[src/rtl/nibble_serial_cmp_ctrl_if.sv]
// Operand/result handshake bundle for nibble_serial_cmp_ctrl.
// The producer/consumer side uses the master modport; the comparator uses the slave modport.
interface nibble_serial_cmp_ctrl_if #(
    parameter int NIBBLES = 4
);
    localparam int DATA_W = 4 * NIBBLES;

    logic              in_valid;
    logic              in_ready;
    logic [DATA_W-1:0] num_a;
    logic [DATA_W-1:0] num_b;
    logic              out_valid;
    logic              out_ready;
    logic              lt;
    logic              eq;
    logic              gt;

    modport master (
        output in_valid, num_a, num_b, out_ready,
        input  in_ready, out_valid, lt, eq, gt
    );

    modport slave (
        input  in_valid, num_a, num_b, out_ready,
        output in_ready, out_valid, lt, eq, gt
    );
endinterface

[src/rtl/nibble_serial_cmp_ctrl.sv]
// Serial wide-operand magnitude comparator: one 4-bit cascaded comparator slice is
// reused across the operand, LSB nibble first, the registered slice result feeding
// the next nibble's cascade inputs.
// Optional build macro CMP_SIGNED_EN: two's-complement compare, done by inverting
// bit 3 of both operands' MSB nibble before the slice.
module nibble_serial_cmp_ctrl #(
    parameter int  NIBBLES = 4,
    localparam int DATA_W  = 4 * NIBBLES,
    localparam int IDX_W   = (NIBBLES > 1) ? $clog2(NIBBLES) : 1
) (
    input  logic                    clk,
    input  logic                    rst,
    nibble_serial_cmp_ctrl_if.slave bus,
    output logic                    busy,
    output logic [IDX_W-1:0]        nib_idx
);
    localparam logic [1:0] IDLE = 2'd0;
    localparam logic [1:0] RUN  = 2'd1;
    localparam logic [1:0] DONE = 2'd2;

    localparam logic [IDX_W-1:0] LAST_IDX = IDX_W'(NIBBLES - 1);

    logic [1:0]        state_reg;
    logic [IDX_W-1:0]  idx_reg;
    logic [DATA_W-1:0] a_reg;
    logic [DATA_W-1:0] b_reg;
    logic              l_reg, e_reg, g_reg;

    logic [3:0]        a_nib [NIBBLES];
    logic [3:0]        b_nib [NIBBLES];
    logic [3:0]        a_cur, b_cur;
    logic              l_next, e_next, g_next;

    // Split the captured operands into nibbles; the sign fix-up only touches the top one.
    genvar gi;
    generate
        for (gi = 0; gi < NIBBLES; gi++) begin : g_nib
`ifdef CMP_SIGNED_EN
            if (gi == NIBBLES - 1) begin : g_msb
                assign a_nib[gi] = {~a_reg[gi*4+3], a_reg[gi*4 +: 3]};
                assign b_nib[gi] = {~b_reg[gi*4+3], b_reg[gi*4 +: 3]};
            end else begin : g_lsb
                assign a_nib[gi] = a_reg[gi*4 +: 4];
                assign b_nib[gi] = b_reg[gi*4 +: 4];
            end
`else
            assign a_nib[gi] = a_reg[gi*4 +: 4];
            assign b_nib[gi] = b_reg[gi*4 +: 4];
`endif
        end
    endgenerate

    assign a_cur = a_nib[idx_reg];
    assign b_cur = b_nib[idx_reg];

    // Comparator slice: a differing nibble decides, an equal nibble passes the cascade through.
    always_comb begin
        l_next = l_reg;
        e_next = e_reg;
        g_next = g_reg;
        if (a_cur > b_cur) begin
            l_next = 1'b0;
            e_next = 1'b0;
            g_next = 1'b1;
        end else if (a_cur < b_cur) begin
            l_next = 1'b1;
            e_next = 1'b0;
            g_next = 1'b0;
        end
    end

    // Sequencer: capture in IDLE, one nibble per cycle in RUN, hold the result in DONE.
    always_ff @(posedge clk) begin
        if (rst) begin
            state_reg <= IDLE;
            idx_reg   <= '0;
            a_reg     <= '0;
            b_reg     <= '0;
            l_reg     <= 1'b0;
            e_reg     <= 1'b1;
            g_reg     <= 1'b0;
        end else begin
            case (state_reg)
                IDLE: begin
                    if (bus.in_valid) begin
                        a_reg     <= bus.num_a;
                        b_reg     <= bus.num_b;
                        l_reg     <= 1'b0;
                        e_reg     <= 1'b1;
                        g_reg     <= 1'b0;
                        idx_reg   <= '0;
                        state_reg <= RUN;
                    end
                end
                RUN: begin
                    l_reg <= l_next;
                    e_reg <= e_next;
                    g_reg <= g_next;
                    if (idx_reg == LAST_IDX) begin
                        idx_reg   <= '0;
                        state_reg <= DONE;
                    end else begin
                        idx_reg <= idx_reg + 1'b1;
                    end
                end
                DONE: begin
                    if (bus.out_ready) begin
                        state_reg <= IDLE;
                    end
                end
                default: state_reg <= IDLE;
            endcase
        end
    end

    // Handshake and result outputs; flags read zero except while a result is offered.
    always_comb begin
        bus.in_ready  = (state_reg == IDLE) && !rst;
        bus.out_valid = (state_reg == DONE);
        bus.lt        = (state_reg == DONE) && l_reg;
        bus.eq        = (state_reg == DONE) && e_reg;
        bus.gt        = (state_reg == DONE) && g_reg;
        busy          = (state_reg == RUN);
        nib_idx       = idx_reg;
    end
endmodule

[src/flat_wrapper.sv]
// flat-port wrapper written by rule: the top's interface ports become plain ports
module nibble_serial_cmp_ctrl_flat 
#(
    parameter int  NIBBLES = 4,
    localparam int DATA_W  = 4 * NIBBLES,
    localparam int IDX_W   = (NIBBLES > 1) ? $clog2(NIBBLES) : 1
)
  (clk, rst, busy, nib_idx, bus_in_valid, bus_num_a, bus_num_b, bus_out_ready, bus_in_ready, bus_out_valid, bus_lt, bus_eq, bus_gt);
  nibble_serial_cmp_ctrl_if #(.NIBBLES(NIBBLES)) bus_i ();
  input  logic clk;
  input  logic rst;
  output logic busy;
  output logic [IDX_W-1:0] nib_idx;
  input wire logic [$bits(bus_i.in_valid)-1:0] bus_in_valid;
  input wire logic [$bits(bus_i.num_a)-1:0] bus_num_a;
  input wire logic [$bits(bus_i.num_b)-1:0] bus_num_b;
  input wire logic [$bits(bus_i.out_ready)-1:0] bus_out_ready;
  output wire logic [$bits(bus_i.in_ready)-1:0] bus_in_ready;
  output wire logic [$bits(bus_i.out_valid)-1:0] bus_out_valid;
  output wire logic [$bits(bus_i.lt)-1:0] bus_lt;
  output wire logic [$bits(bus_i.eq)-1:0] bus_eq;
  output wire logic [$bits(bus_i.gt)-1:0] bus_gt;
  assign bus_i.in_valid = bus_in_valid;
  assign bus_i.num_a = bus_num_a;
  assign bus_i.num_b = bus_num_b;
  assign bus_i.out_ready = bus_out_ready;
  assign bus_in_ready = bus_i.in_ready;
  assign bus_out_valid = bus_i.out_valid;
  assign bus_lt = bus_i.lt;
  assign bus_eq = bus_i.eq;
  assign bus_gt = bus_i.gt;
  nibble_serial_cmp_ctrl #(.NIBBLES(NIBBLES)) u_core (.clk(clk), .rst(rst), .bus(bus_i), .busy(busy), .nib_idx(nib_idx));
endmodule
[config.mk]
export PLATFORM = sky130hd
export DESIGN_NAME = nibble_serial_cmp_ctrl_flat
export DESIGN_NICKNAME = d
export VERILOG_FILES = /design/src/rtl/nibble_serial_cmp_ctrl_if.sv /design/src/rtl/nibble_serial_cmp_ctrl.sv /design/src/flat_wrapper.sv
export SDC_FILE = /design/constraint.sdc
export NUM_CORES = 1
export LEC_CHECK = 0
export ABC_AREA = 0
export CAP_MARGIN = 20
export CORE_MARGIN = 1.5
export CORE_UTILIZATION = 40
export DETAILED_ROUTE_END_ITERATION = 8
export DONT_BUFFER_PORTS = 1
export GPL_TIMING_DRIVEN = 0
export PLACE_DENSITY = 0.55
export SYNTH_ARGS = -nofsm -noshare
export SYNTH_HDL_FRONTEND = slang
export SYNTH_SLANG_ARGS = --single-unit
[constraint.sdc]
create_clock -name clk -period 2.9 [get_ports clk]
set_clock_uncertainty 0.05 [all_clocks]
set_input_delay 0.58 -clock clk [delete_from_list [all_inputs] [get_ports clk]]
set_output_delay 0.58 -clock clk [all_outputs]
set_load 0.05 [all_outputs]
==> qor.yml <==
post_cts_buffers: 0
swShare_pct: 26.1
crit_required_ns: 2.27
combPwrFrac_pct: 14.9
status: "complete, no violations"
clk_pin_slew_worst_paths_ns: 0.07
numCtsBuffers: 5
end_kind: "output pin"
place_congestion: 0.751
row_count: 23
grt_pass1_wl_microns: 6690
root_buffer: "clkbuf_8"
drtAntennaViolNets: 0
clock_sinks: 39
power_density_nw_per_um2: 604
fp.dieW_microns: 69.2
start_kind: "flop"
p_int_w: 0.000858
fmax_mhz: 358
vias: 1402
final_common_cell: "nand2_1"
hold_viol: 0
totalWireLength_microns: 3970
setup_viol: 0
rrSetupSlack_ns: 0.32
first_iter_violations: 123
htreeDepth: 2
viasPerCell: 5.31
final.setup.tns_ns: 0
grt_pass1_vias: 1433
crit_family: "simple AND/OR/NAND/NOR gates"
worstHoldPathCells: 2
ys_ff_latch: 39
setup.worst_path.start: "u_core.state_reg[1]"
synth_edf_count: 0
rsz0062_at_grt: "no"
peakVddDrop_uv: 235
yosysWarnings: 0
path_buf_inv: 0
drive_gt1_share_pct: 13.1
antenna_found_initial: 0
finalCritPeriodShare_pct: 96.4
tritoncts: "done"
final_cell_mix: "nand2_1, dfxtp_1, a21oi_1, inv_1, mux4_2"
grt_usage_pct: 17.7
die-area_sq_um: 4780
slowest_stage: "nor2b_1"
syn2layout_area_growth_pct: 9.86
antenna_cells: 0
power.total_w: 0.00116
r2r-end: "u_core.g_reg"
cts_buffer_depth: 2
syn_avg_cell_area_sq_um: 8.54
min_to: "u_core.b_reg[14]"
grt_max_degree: 12
drv_slew: 0
cp_cell_sequence: "nor2b_1, and2_1"
holdCritStartpoint: "bus_num_b[14]"
leakage_nw: 0.736
core-area_sq_um: 4120
syn-cell-area_sq_um: 1750
layout.nets: 254
io_pins: 44
p_seq_share_pct: 51.1
synthesis.nets: 246
post-dp-hpwl_microns: 3000
crit_arrival_ns: 2.17
dieHeight_microns: 69.2
drc: 0
synthArstFlopShare_pct: 0
power.switching_w: 0.000303
min_path_type: "in2reg"
start_util_pct: 42.5
clk_latency_ns: 0.28
grt-ovfl-total: 0
max-cap-violations: 0
slowest_delay_ns: 0.91
yosysUniqueCellTypes: 26
post-route-min-period_ns: 2.80
numPortBuffers: 0
worst_slew_pin_slew_ns: 1.12
netlist_instances: 205
p_clk_share_pct: 34.1
synthFlopType: "dfxtp_1"
crit_fanout: 5
path_class: "reg2out"
r2r_cells: 7
relSlewSlack_pct: 25.1
drt_first_pass_iters: 4
ys_seq_area_share_pct: 44.6
wl_per_cell_microns: 15.0
r2r_start: "u_core.nib_idx[1]"
synth_stat cells (all sizes together) (4+ instances only):
| cell | number | area (sq um) |
|---|---|---|
| buf | 8 | 75.1 |
| nand2 | 67 | 251 |
| inv | 8 | 30.0 |
| mux4 | 8 | 180 |
| dfxtp | 39 | 781 |
| a21oi | 36 | 180 |
| ha | 5 | 62.6 |
| clkbuf | 6 | 22.5 |
| nor2 | 8 | 32.5 |
| and2 | 4 | 25.0 |
cell type report:
cell class / instances / area [sq um]
buffer: 14 / 98.8
timing repair buffer: 1 / 7.51
fill: 424 / 2190
multi-input combinational: 144 / 842
clock buffer: 8 / 100
tap: 50 / 62.6
sequential: 39 / 782
inverter: 8 / 30.0
metrics by stage:
step	util (%)	area [sq um]	std cells	hold slack, ns	setup WS, ns
2_1_floorplan	-	1750	205	0.380	0.316
3_3_place_gp	44.1	1810	255	0.391	0.146
3_5_place_dp	44.2	1820	256	0.399	0.165
4_1_cts	46.7	1920	264	0.365	0.0861
5_1_grt	46.7	1920	264	0.352	0.00692
6_report	46.7	1920	264	0.372	0.105
metal layers:
metal	track usage [%]	routed length, microns
met1	22.5	1740
met5	0	0
met2	29.1	1960
met4	4.58	42
met3	5.70	220
worst max-delay path by stage:
stage | to | slack, ns | cells after the start
final | bus_gt | 0.10 | 2
after global routing | bus_eq | 0.007 | 2
after CTS | bus_eq | 0.09 | 2
after detailed placement | u_core.g_reg | 0.17 | 7
after global placement | bus_in_ready | 0.15 | 3
after floorplan | bus_in_ready | 0.32 | 3
power groups by stage:
stage,Combinational (W),Clock [W],Sequential [W]
after floorplan,0.000138,0,0.000599
after global placement,0.000168,0,0.000603
after detailed placement,0.000174,0,0.000605
after CTS,0.000175,0.000404,0.000593
after global routing,0.000194,0.000436,0.000597
final,0.000172,0.000395,0.000593
cell families (layout without fill, tap and decap cells):
group           Yosys count  after routing  share of synthesized area [%]
buf+inv                  22             31                           7.29
fa+ha+maj                 5              5                           3.57
flops                    39             39                           44.6
compound gates           42             42                           12.8
simple gates             89             89                           21.4
mux                       8              8                           10.3
worst register-to-register path, delay by kind of cell (launching register included):
kind | cells | cell delay [ns]
compound gates | 3 | 0.58
fa+ha+maj | 1 | 0.33
buf+inv | 1 | 0.37
flops | 1 | 0.67
mux | 1 | 0.36
simple gates | 1 | 0.10
what timing repair did:
action | CTS | global route
setup endpoints to repair | 0 | 2
resized for setup | 0 | 3
hold buffers | 0 | 0
hold endpoints to repair | 0 | 0
(Power assumes the default switching activity.)
